--- src/rtl/game_timer_pkg.sv ---
// Shared definitions for the game round timer: FSM state encoding and the
// default clock rate used to count whole seconds.
package game_timer_pkg;

    localparam int unsigned CLK_HZ_DEFAULT = 50_000_000;

    typedef enum logic [2:0] {
        IDLE  = 3'd0,
        RUN   = 3'd1,
        PAUSE = 3'd2,
        DONE  = 3'd3
    } state_e;

endpackage

--- src/rtl/sec_prescaler.sv ---
// Divides the clock down to a one-cycle tick per counted second. The count is
// held while disabled so a paused round keeps its fractional second.
module sec_prescaler
    import game_timer_pkg::*;
#(
    parameter int unsigned CLK_HZ = CLK_HZ_DEFAULT
) (
    input  logic CLK,
    input  logic RESET,
    input  logic clr,
    input  logic en,
    output logic tick
);

    localparam int unsigned CNT_W = (CLK_HZ > 32'd2) ? $clog2(CLK_HZ) : 1;
    localparam logic [CNT_W-1:0] LAST = CNT_W'(CLK_HZ - 32'd1);

    logic [CNT_W-1:0] cnt_q;
    logic [CNT_W-1:0] cnt_d;

    // clr dominates en so a restart or abort always begins a fresh second
    assign tick = en && !clr && (cnt_q == LAST);

    // Next count: clear, wrap on the last cycle of a second, or hold
    always_comb begin
        cnt_d = cnt_q;
        if (clr) begin
            cnt_d = {CNT_W{1'b0}};
        end else if (en) begin
            if (cnt_q == LAST) begin
                cnt_d = {CNT_W{1'b0}};
            end else begin
                cnt_d = cnt_q + CNT_W'(1);
            end
        end else begin
            cnt_d = cnt_q;
        end
    end

    // Count register
    always_ff @(posedge CLK) begin
        if (RESET) begin
            cnt_q <= {CNT_W{1'b0}};
        end else begin
            cnt_q <= cnt_d;
        end
    end

endmodule

--- src/rtl/game_timer_ctrl.sv ---
// Round timer: IDLE/RUN/PAUSE/DONE control with a saturating seconds counter,
// request priority abort > start > pause > resume, and a one-cycle expiry pulse.
module game_timer_ctrl
    import game_timer_pkg::*;
#(
    parameter int unsigned CLK_HZ = CLK_HZ_DEFAULT,
    parameter int unsigned SEC_W  = 8
) (
    input  logic             CLK,
    input  logic             RESET,
    input  logic             start,
    input  logic             pause,
    input  logic             resume,
    input  logic             abort,
    input  logic [SEC_W-1:0] limit,
    output logic [SEC_W-1:0] sec_elapsed,
    output logic [SEC_W-1:0] sec_left,
    output logic             running,
    output logic             paused,
    output logic             expired,
    output logic [2:0]       state
);

    state_e           state_q;
    state_e           state_d;
    logic [SEC_W-1:0] sec_q;
    logic [SEC_W-1:0] sec_d;
    logic [SEC_W-1:0] limit_q;
    logic [SEC_W-1:0] limit_d;
    logic             expired_q;
    logic             expired_d;

    logic             in_round;
    logic             start_ok;
    logic             ps_clr;
    logic             ps_en;
    logic             tick;
    logic [SEC_W-1:0] sec_inc;

    assign in_round = (state_q == RUN) || (state_q == PAUSE);
    assign start_ok = start && !abort && !in_round;
    assign ps_clr   = start_ok || (abort && in_round);
    // Abort suppresses the tick so a coincident second is never counted
    assign ps_en    = (state_q == RUN) && !abort;
    // sec_q < limit_q whenever RUN ticks, so the increment cannot wrap
    assign sec_inc  = sec_q + SEC_W'(1);

    sec_prescaler #(
        .CLK_HZ (CLK_HZ)
    ) u_prescaler (
        .CLK   (CLK),
        .RESET (RESET),
        .clr   (ps_clr),
        .en    (ps_en),
        .tick  (tick)
    );

    // Next-state, seconds counter and expiry decision
    always_comb begin
        state_d   = state_q;
        sec_d     = sec_q;
        limit_d   = limit_q;
        expired_d = 1'b0;
        case (state_q)
            IDLE, DONE: begin
                if (start_ok) begin
                    limit_d = limit;
                    sec_d   = {SEC_W{1'b0}};
                    if (limit == {SEC_W{1'b0}}) begin
                        state_d   = DONE;
                        expired_d = 1'b1;
                    end else begin
                        state_d = RUN;
                    end
                end else begin
                    state_d = state_q;
                end
            end
            RUN: begin
                if (abort) begin
                    state_d = IDLE;
                end else if (tick) begin
                    sec_d = sec_inc;
                    // Reaching the limit outranks a coincident pause
                    if (sec_inc == limit_q) begin
                        state_d   = DONE;
                        expired_d = 1'b1;
                    end else if (pause) begin
                        state_d = PAUSE;
                    end else begin
                        state_d = RUN;
                    end
                end else if (pause) begin
                    state_d = PAUSE;
                end else begin
                    state_d = RUN;
                end
            end
            PAUSE: begin
                if (abort) begin
                    state_d = IDLE;
                end else if (resume) begin
                    state_d = RUN;
                end else begin
                    state_d = PAUSE;
                end
            end
            default: begin
                state_d = IDLE;
            end
        endcase
    end

    // State, counter, latched limit and expiry pulse registers
    always_ff @(posedge CLK) begin
        if (RESET) begin
            state_q   <= IDLE;
            sec_q     <= {SEC_W{1'b0}};
            limit_q   <= {SEC_W{1'b0}};
            expired_q <= 1'b0;
        end else begin
            state_q   <= state_d;
            sec_q     <= sec_d;
            limit_q   <= limit_d;
            expired_q <= expired_d;
        end
    end

    assign sec_elapsed = sec_q;
    assign sec_left    = limit_q - sec_q;
    assign running     = (state_q == RUN);
    assign paused      = (state_q == PAUSE);
    assign expired     = expired_q;
    assign state       = state_q;

endmodule
--- config.mk ---
export PLATFORM = sky130hd
export DESIGN_NAME = game_timer_ctrl
export DESIGN_NICKNAME = d
export VERILOG_FILES = /design/src/rtl/game_timer_pkg.sv /design/src/rtl/sec_prescaler.sv /design/src/rtl/game_timer_ctrl.sv
export SDC_FILE = /design/constraint.sdc
export NUM_CORES = 1
export LEC_CHECK = 0
export CELL_PAD_IN_SITES_DETAIL_PLACEMENT = 1
export CELL_PAD_IN_SITES_GLOBAL_PLACEMENT = 1
export CORE_ASPECT_RATIO = 0.75
export CORE_MARGIN = 2
export CORE_UTILIZATION = 36
export CTS_CLUSTER_SIZE = 12
export DETAILED_ROUTE_END_ITERATION = 8
export PLACE_DENSITY_LB_ADDON = 0.1
export SYNTH_ARGS = -nofsm -noshare
export SYNTH_HDL_FRONTEND = slang
export SYNTH_SLANG_ARGS = --single-unit
--- constraint.sdc ---
create_clock -name CLK -period 1.9 [get_ports CLK]
set_input_delay 0.285 -clock CLK [delete_from_list [all_inputs] [get_ports CLK]]
set_output_delay 0.285 -clock CLK [all_outputs]
set_load 0.1 [all_outputs]
==> run metrics <==
total global routing track utilization 23.3%; GRT overflow 0; DRC 0; final worst path period share 128%; Initial Utilization 37.1%; Post-Synthesis Cells 308; Clk pin slew, worst setup/hold paths 0.09 ns; Num CTS Buffers 5; FILL cells 777; Critical Path AT 2.15 ns; Max Cap Viol 0; min Tclk post-route 2.44 ns; DRT Wirelength 9740 um; Post-Syn Area 2520 sq um; sequential area share after synthesis 35.7%; Nets 439; max-slew violation count 0; FF+latch count, synth 45; average cell area after synthesis 8.19 sq um; IO buf count 34; Ports 36; Hold Vio Cnt, Final 0; Die Span X 101 um; Setup TNS -3.75 ns; ANT cells 0; vias in the first global route 2761; Hold Path Class flip-flop to flip-flop; Max Fanout on Critical Path 2; drt first pass iters 4; commonest non-fill, non-tap cell in the layout buf_4; Setup Skew 0.00610 ns; syn_nets 334; status finished, violations left; WS Path Type flip-flop to output port; post-synth top area cell dfxtp_1; Final Worst Setup Slack -0.540 ns; clock root buffer clkbuf_8; worst-skew pair later-pin latency 0.31 ns; Peak VDD IR 0.000701 V; Die Area 7700 sq um; dpl ws -0.489 ns; first-pass GRT wire length 14100 um; core area 6800 sq um; WL per Instance 19.6 um; FP Rows 26; footprint of the multi-input gates 2020 sq um; PD cells 832 nW/um^2; largest cells by area after synthesis dfxtp_1 (36%), xnor2_1 (8.0%), xor2_1 (6.6%); RSZ-0062 raised after global routing true; Layout area overhead 66.7%; vias 2670; Yosys warnings 0; Detail Placement HPWL 6410 um; Die H 76.5 um; Placer Congestion 0.838; Bufs on Longest Clock Path 2; H-tree levels 2; fmax 410 MHz; Post-CTS Hold Buffers 0; vias per cell 5.36; Crit. End Element output port; Netlist cell types 44; TritonCTS clock tree built; most frequent cells in the layout buf_4 (76), dfxtp_1 (31), nand2_1 (30); Sink Count 45; Initial DRC Count 111; Setup violations, final 19; largest net degree at the start of global routing 24; share of cells above drive strength 1 45.4%; top cell type's share of synthesized area 35.7%; initial antenna violation count 0; Data required, critical path 1.62 ns; ANT nets after route 0; P_leak 1.63 nW; failing checks negative setup slack; storage element area 938 sq um; Worst setup SP type flip-flop
cell usage after synthesis, drive strengths merged:
cell and n:
o211ai 1, a311oi 1, and2b 1, o21ai 11, a21boi 4, mux2i 1, a211oi 1, nor2 34
clkbuf 5, and4 3, nand3 15, and3b 1, nand2 31, nand3b 2, nor2b 4, nor3b 1
dfxtp 45, a21o 2, nor4b 2, and3 9, o31a 1, ha 11, and4b 1, nand2b 3
conb 1, or2 3, xor2 19, buf 4, nand4 10, a31oi 3, a21oi 22, a2bb2oi 1
fa 1, or4 4, nor4 3, xnor2 23, inv 15, and2 2, nor3 6, or3 1
report_power, final:
| part | switching (mW) | internal [mW] | total, mW |
|---|---|---|---|
| registers | 0.0436 | 0.975 | 1.02 |
| clock network | 0.354 | 0.263 | 0.617 |
| logic | 1.12 | 0.740 | 1.86 |
| total | 1.52 | 1.98 | 3.50 |
flip-flops by register name, summed over array words and instances (netlist names):
register,cells
limit_q,8
state,2
u_prescaler.cnt_q,26
sec_elapsed,8
expired,1
critical path: stages (launching register included):
cell      delay [ns]
dfxtp_4         0.37
ha_4            0.16
fa_2            0.36
nor2b_2         0.15
o21ai_2         0.06
nand2b_1        0.10
a21o_1          0.17
a21oi_4         0.09
xnor2_4         0.18
buf_12          0.19
routing by layer:
layer	wire (um)	global-route usage (%)	share of wire [%]
met4	126	4.93	1.3
met2	4680	36.8	48
met5	0	0	0
met1	4490	33.1	46
met3	438	4.31	4.5
metrics by stage:
step,instances,hold WS [ns],util [%],instance area [sq um],total power [mW]
after floorplan,308,0.421,-,2840,2.19
after global placement,472,0.450,54.5,3710,2.70
after detailed placement,472,0.475,54.5,3710,2.73
after CTS,490,0.491,58.2,3960,3.39
after global routing,498,0.506,61.8,4200,3.64
final,498,0.489,61.8,4200,3.50
cell type report:
cell class	instances	area share [%]
Timing Repair Buffer	107	23.7
Tap cell	84	2.50
Sequential cell	45	22.3
Inverter	15	1.49
Multi-Input combinational cell	239	48.0
Clock buffer	7	1.82
Clock inverter	1	0.149
timing repair:
action | CTS | global route
setup endpoints to repair | 21 | 41
gates resized for setup | 20 | 48
gates cloned | 0 | 1
setup buffers | 10 | 9
pin swaps | 15 | 26
cells by family after synthesis:
group	Yosys count	share of synthesized area, %
AND/OR/NAND/NOR	136	28.2
AO/OA/AOI/OAI	47	10.7
flip-flops	45	35.7
XOR/XNOR	42	14.6
buffers and inverters	24	3.92
adder cells (fa/ha/maj)	12	6.25
other	1	0.149
multiplexers	1	0.397
final timing paths:
path	startpoint	to	cells after the start	slack (ns)
max	sec_elapsed[0]	sec_left[6]	9	-0.54
min	limit_q[0]	limit_q[0]	2	0.49
max reg2reg	u_prescaler.cnt_q[7]	sec_elapsed[2]	9	-0.18
min reg2reg	limit_q[0]	limit_q[0]	2	0.49
Power figures use the tool's default switching activity.
==> patch 1: new RTL, same settings <==
Add an input register stage for `start`, `pause`, `resume`, `abort` and `limit`, with the module's reset; this delays them by one clock. Comments in the files are not updated.
--- a/src/rtl/game_timer_ctrl.sv
+++ b/src/rtl/game_timer_ctrl.sv
@@ -21,6 +21,28 @@
     output logic [2:0]       state
 );
 
+    logic start_q;
+    logic pause_q;
+    logic resume_q;
+    logic abort_q;
+    logic [SEC_W-1:0] limit_r;
+
+    always_ff @(posedge CLK) begin
+        if (RESET) begin
+            start_q  <= '0;
+            pause_q  <= '0;
+            resume_q <= '0;
+            abort_q  <= '0;
+            limit_r  <= '0;
+        end else begin
+            start_q  <= start;
+            pause_q  <= pause;
+            resume_q <= resume;
+            abort_q  <= abort;
+            limit_r  <= limit;
+        end
+    end
+
     state_e           state_q;
     state_e           state_d;
     logic [SEC_W-1:0] sec_q;
@@ -38,10 +60,10 @@
     logic [SEC_W-1:0] sec_inc;
 
     assign in_round = (state_q == RUN) || (state_q == PAUSE);
-    assign start_ok = start && !abort && !in_round;
-    assign ps_clr   = start_ok || (abort && in_round);
+    assign start_ok = start_q && !abort_q && !in_round;
+    assign ps_clr   = start_ok || (abort_q && in_round);
     // Abort suppresses the tick so a coincident second is never counted
-    assign ps_en    = (state_q == RUN) && !abort;
+    assign ps_en    = (state_q == RUN) && !abort_q;
     // sec_q < limit_q whenever RUN ticks, so the increment cannot wrap
     assign sec_inc  = sec_q + SEC_W'(1);
 
@@ -64,9 +86,9 @@
         case (state_q)
             IDLE, DONE: begin
                 if (start_ok) begin
-                    limit_d = limit;
+                    limit_d = limit_r;
                     sec_d   = {SEC_W{1'b0}};
-                    if (limit == {SEC_W{1'b0}}) begin
+                    if (limit_r == {SEC_W{1'b0}}) begin
                         state_d   = DONE;
                         expired_d = 1'b1;
                     end else begin
@@ -77,7 +99,7 @@
                 end
             end
             RUN: begin
-                if (abort) begin
+                if (abort_q) begin
                     state_d = IDLE;
                 end else if (tick) begin
                     sec_d = sec_inc;
@@ -85,21 +107,21 @@
                     if (sec_inc == limit_q) begin
                         state_d   = DONE;
                         expired_d = 1'b1;
-                    end else if (pause) begin
+                    end else if (pause_q) begin
                         state_d = PAUSE;
                     end else begin
                         state_d = RUN;
                     end
-                end else if (pause) begin
+                end else if (pause_q) begin
                     state_d = PAUSE;
                 end else begin
                     state_d = RUN;
                 end
             end
             PAUSE: begin
-                if (abort) begin
+                if (abort_q) begin
                     state_d = IDLE;
-                end else if (resume) begin
+                end else if (resume_q) begin
                     state_d = RUN;
                 end else begin
                     state_d = PAUSE;
Check against the original RTL: not equivalent (a bounded check fails within 4 cycles, from zero or initial values and one cycle with RESET high).
==> patch 1 against the original RTL <==
The run still ends with negative setup slack left; hold slack worse by 0.033 ns; utilization hardly changed; synthesized area is 19% higher; total power is 25% higher; sequential cell count is 12 higher; cell area is 17% higher; routed wire length is 9.2% higher; setup slack worse by 0.020 ns; clock power is 78% higher; largest power group unchanged.
==> patch 1: results (changes against the original RTL) <==
{
  "run_status": {
    "outcome": "finished, violations left",
    "violations_in_the_final_reports": "negative setup slack"
  },
  "global_routing": {
    "grt_max_degree": {"value": 26, "change": "+8.3%"},
    "track_usage": {"value": 22.1, "unit": "%", "change": "-1.3 points"},
    "grt_first_pass_wirelength": {"value": 15.6, "unit": "mm", "change": "+10%"},
    "first_global_vias": {"value": 3025, "change": "+9.6%"}
  },
  "placed_design": {
    "last_weighted_congestion_value_of_the_routability_driven_placer": {"value": 0.832, "change": "-0.70%"},
    "detailed_place.area": {"value": 0.00429, "unit": "sq mm", "change": "+16%"},
    "placedCellCount": {"value": 549, "change": "+16%"},
    "place.detailed.hpwl": {"value": 7.05, "unit": "mm", "change": "+9.9%"}
  },
  "cells_and_area": {
    "final_layout_size_suffix_gt1_share": {"value": 43.2, "unit": "%", "change": "-2.2 points"},
    "nets": {"value": 502, "change": "+14%"},
    "finish.cell_count_without_fillers": {"value": 586, "change": "+18%"},
    "num-fill-cells": {"value": 905, "change": "+16%"},
    "post-route-util": {"value": 61.8, "unit": "%", "change": "about the same"}
  },
  "sta": {
    "post-route-worst-setup-slack": {"value": -0.559, "unit": "ns", "change": "-0.0197 ns"},
    "final_setup_vio_count": {"value": 19, "change": "unchanged"},
    "clock-skew-final": {"value": 0.00950, "unit": "ns", "change": "+0.00340 ns"}
  },
  "drt": {
    "detail_route.iter0.violations": {"value": 115, "change": "+3.6%"},
    "route.vias.total": {"value": 3052, "change": "+14%"},
    "post_drt_wl_per_cell": {"value": 18.2, "unit": "microns", "change": "-7.2%"}
  },
  "synthesis": {
    "synthFlopType": "sky130_fd_sc_hd__dfxtp_1",
    "async_flop_share": {"value": 0, "unit": "%", "change": "unchanged"},
    "synthTopCellsByCount": "sky130_fd_sc_hd__dfxtp_1 (57), sky130_fd_sc_hd__nand2_1 (37), sky130_fd_sc_hd__nor2_1 (32)",
    "total_nets_after_synthesis": {"value": 385, "change": "+15%"},
    "synth_cell_types": {"value": 47, "change": "+6.8%"},
    "cells_after_synth": {"value": 359, "change": "+17%"},
    "synth.top_cells.by_area": "sky130_fd_sc_hd__dfxtp_1 (38%), sky130_fd_sc_hd__xnor2_1 (6.7%), sky130_fd_sc_hd__nand2_1 (4.6%)",
    "synth_seq_area_share": {"value": 38.0, "unit": "%", "change": "+2.3 points"}
  },
  "setup_path": {
    "cp_slowest_stage_delay": {"value": 0.35, "unit": "ns", "change": "-0.02 ns"},
    "crit_slowest_cell": "sky130_fd_sc_hd__dfxtp_2",
    "critical_path_arrival": {"value": 2.17, "unit": "ns", "change": "+0.02 ns"}
  },
  "pwr": {
    "p_leak": {"value": 1.89, "unit": "nW", "change": "+16%"},
    "largest_voltage_drop_on_the_vdd_net": {"value": 0.745, "unit": "mV", "change": "+6.3%"}
  },
  "clock_network": {
    "cts_max_level": {"value": 3, "change": "+1"},
    "clk-insertion-delay-late": {"value": 0.35, "unit": "ns", "change": "+0.04 ns"},
    "cts_bufs_inserted": {"value": 9, "change": "+4"},
    "cts-root-to-sink-buffers": {"value": 2, "change": "unchanged"}
  }
}
[patch 1: cell families (layout without fill, tap and decap cells)]
kind of cell | count (synthesis) | count (layout) | share of synthesized area (%)
AO/OA/AOI/OAI | 54 | 55 | 10.7
XOR/XNOR | 36 | 36 | 10.5
buffers and inverters | 33 | 154 | 4.42
adder cells (fa/ha/maj) | 12 | 12 | 5.25
other | 1 | 1 | 0.125
AND/OR/NAND/NOR | 166 | 166 | 30.9
flip-flops | 57 | 57 | 38.0
[patch 1: critical path, delay by kind of cell, from the launching register on]
family | cells | cell delay (ns)
fa+ha+maj | 2 | 0.51
xor+xnor | 1 | 0.15
buf+inv | 2 | 0.24
simple gates | 2 | 0.23
flops | 1 | 0.35
compound gates | 3 | 0.33
[patch 1: final cells by class]
class	instances	share of cell area [%]
repair buffers	119	22.9
clock buffers	9	2.51
multi-input cells	270	45.2
flip-flops and latches	57	23.8
inverters	19	1.65
well taps	105	2.66
clock inverters	7	1.22
[patch 1: final timing paths]
check	start	endpoint	slack, ns	depth (start not counted)
setup / recovery	limit_q[0]	sec_left[6]	-0.56	10
hold reg to reg	limit_r[3]	limit_q[3]	0.46	2
setup reg to reg	u_prescaler.cnt_q[0]	sec_elapsed[3]	-0.26	7
hold / removal	limit_r[3]	limit_q[3]	0.46	2
[patch 1: where the power goes]
group	total [mW]	internal (mW)	switching (mW)
registers	1.30	1.25	0.0572
clock network	1.10	0.498	0.603
logic	1.97	0.812	1.15
[patch 1: what timing repair did]
action / 4_1_cts / 5_1_grt
cloned: 0 / 4
setup endpoints to repair: 18 / 38
gates resized for setup: 25 / 35
buffers inserted: 7 / 13
pin swaps: 17 / 33
[patch 1: layer usage]
| layer | wire length, microns | part of all wire (%) | vias up | global-route usage, % |
|---|---|---|---|---|
| li1 | - | - | 1469 | - |
| met4 | 89 | 0.84 | 0 | 5.41 |
| met5 | 0 | 0 | - | 0 |
| met3 | 512 | 4.8 | 8 | 4.71 |
| met1 | 5160 | 48 | 1498 | 32.7 |
| met2 | 4880 | 46 | 77 | 32.4 |
[patch 1: per-stage QoR]
| stage | setup TNS, ns | total power [mW] | setup slack, ns |
|---|---|---|---|
| 2_1_floorplan | -6.17 | 2.52 | -0.605 |
| 3_3_place_gp | -1.44 | 2.96 | -0.235 |
| 3_5_place_dp | -2.63 | 2.99 | -0.240 |
| 4_1_cts | -3.19 | 4.16 | -0.522 |
| 5_1_grt | -6.37 | 4.57 | -0.679 |
| 6_report | -4.32 | 4.37 | -0.559 |
==> patch 2: new RTL, same flow settings <==
Without the edit above. Change the parameter `SEC_W` from 8 to 12.
--- a/src/rtl/game_timer_ctrl.sv
+++ b/src/rtl/game_timer_ctrl.sv
@@ -4,7 +4,7 @@
     import game_timer_pkg::*;
 #(
     parameter int unsigned CLK_HZ = CLK_HZ_DEFAULT,
-    parameter int unsigned SEC_W  = 8
+    parameter int unsigned SEC_W  = 12
 ) (
     input  logic             CLK,
     input  logic             RESET,
Ports: changed (resized limit, sec_elapsed and sec_left); port bits go from 36 to 48. No check against the original RTL was run, so the function may have changed too.
==> patch 2 against the original RTL <==
The run still ends with negative setup slack left; routed wire length increased by 36%; synthesized area increased by 30%; cell area increased by 38%; hold slack got worse by 0.0076 ns; clock skew decreased by 0.00067 ns; setup slack got worse by 0.15 ns; combinational power increased to 2.5 times the old value; sequential cell count increased by 8; global-route usage increased by 2.5 points; total power increased by 96%; synthesized cell count increased by 38%; critical endpoint is now sec_left[11]; largest cell class unchanged.
==> patch 2: results (changes against the original RTL) <==
{
  "placed_design": {
    "place.detailed.hpwl": {"value": 9.14, "unit": "mm", "change": "+43%"},
    "port_buffers": {"value": 46, "change": "+35%"},
    "placedCellCount": {"value": 681, "change": "+44%"},
    "last_weighted_congestion_value_of_the_routability_driven_placer": {"value": 0.864, "change": "+3.0%"}
  },
  "cells_and_area": {
    "num-fill-cells": {"value": 1014, "change": "+31%"},
    "nets": {"value": 628, "change": "+43%"},
    "final_layout_size_suffix_gt1_share": {"value": 44.4, "unit": "%", "change": "-0.97 points"}
  },
  "global_routing": {
    "grt_max_degree": {"value": 29, "change": "+21%"},
    "first_global_vias": {"value": 3935, "change": "+43%"},
    "track_usage": {"value": 25.9, "unit": "%", "change": "+2.5 points"}
  },
  "clock_network": {
    "cts.root.buffer_cell": "sky130_fd_sc_hd__clkbuf_16"
  },
  "drt": {
    "met3_length": {"value": 664, "unit": "microns", "change": "+52%"},
    "detail_route.vias_per_cell": {"value": 5.42, "change": "+1.0%"},
    "wl_met2": {"value": 6.49, "unit": "mm", "change": "+39%"},
    "route.vias.total": {"value": 3823, "change": "+43%"},
    "wl_met1": {"value": 5.98, "unit": "mm", "change": "+33%"}
  },
  "sta": {
    "final_setup_vio_count": {"value": 26, "change": "+7"},
    "post-route-worst-setup-slack": {"value": -0.691, "unit": "ns", "change": "-0.151 ns"},
    "clock-skew-final": {"value": 0.00543, "unit": "ns", "change": "-0.000667 ns"}
  },
  "run_status": {
    "violations_in_the_final_reports": "negative setup slack",
    "outcome": "finished, violations left"
  },
  "synthesis": {
    "synthTopCellsByCount": "sky130_fd_sc_hd__dfxtp_1 (53), sky130_fd_sc_hd__nand2_1 (48), sky130_fd_sc_hd__nor2_1 (44)",
    "synthesis.area_per_instance": {"value": 7.73, "unit": "sq um", "change": "-5.6%"}
  },
  "setup_path": {
    "worst_path_dominant_cell_family": "simple AND/OR/NAND/NOR gates",
    "r2r_end": "sec_elapsed[4]",
    "r2r-start": "state[1]",
    "crit_slowest_cell": "sky130_fd_sc_hd__or4_4"
  },
  "pwr": {
    "p_leak": {"value": 2.39, "unit": "nW", "change": "+46%"},
    "largest_voltage_drop_on_the_vdd_net": {"value": 0.825, "unit": "mV", "change": "+18%"}
  }
}
==> patch 2: logic make-up (layout without fill, tap and decap cells) <==
family	count (synthesis)	count (layout)	share of synthesized area, %
other cells	1	1	0.114
compound gates	78	79	13.7
fa+ha+maj	17	17	6.70
buf+inv	36	204	4.26
flops	53	53	32.3
simple gates	196	196	31.1
xor+xnor	44	44	11.7
==> patch 2: cell type report <==
cell class	instances	area, sq um	area share, %
clock buffers	5	125	2.16
flip-flops and latches	53	1100	19.1
clock inverters	3	16.3	0.281
repair buffers	175	1620	27.9
well taps	112	140	2.42
multi-input cells	337	2700	46.5
inverters	21	95.1	1.64
==> patch 2: through the flow <==
step,power [mW],hold WS (ns),cell area (sq um)
floorplan,4.12,0.421,3730
CTS,6.75,0.476,5610
global placement,5.47,0.449,5190
global route,7.12,0.497,5790
finish,6.86,0.481,5790
detailed placement,5.54,0.465,5190
==> patch 2: routing by layer <==
metal | up-vias | GRT usage (%)
li1 | 1822 | -
met1 | 1889 | 35.8
met2 | 97 | 42.6
met3 | 15 | 4.62
met4 | 0 | 5.32
met5 | - | 0
==> patch 2: worst max path at each step <==
stage	from	end	slack, ns	cells after the start
after CTS	sec_elapsed[5]	sec_left[11]	-0.70	8
after floorplan	sec_elapsed[2]	sec_left[10]	-0.82	8
final	sec_elapsed[5]	sec_left[11]	-0.69	8
after global routing	sec_elapsed[5]	sec_left[11]	-0.75	8
after global placement	sec_elapsed[5]	sec_left[11]	-0.49	8
after detailed placement	sec_elapsed[5]	sec_left[11]	-0.54	8
==> patch 2: what timing repair did <==
action / 4_1_cts / 5_1_grt
endpoints found under the setup margin: 31 / 33
buffers inserted: 10 / 8
gates resized for setup: 47 / 25
hold buffers: 0 / 0
pin swaps: 30 / 29
gates cloned: 1 / 0
hold endpoints to repair: 0 / 0
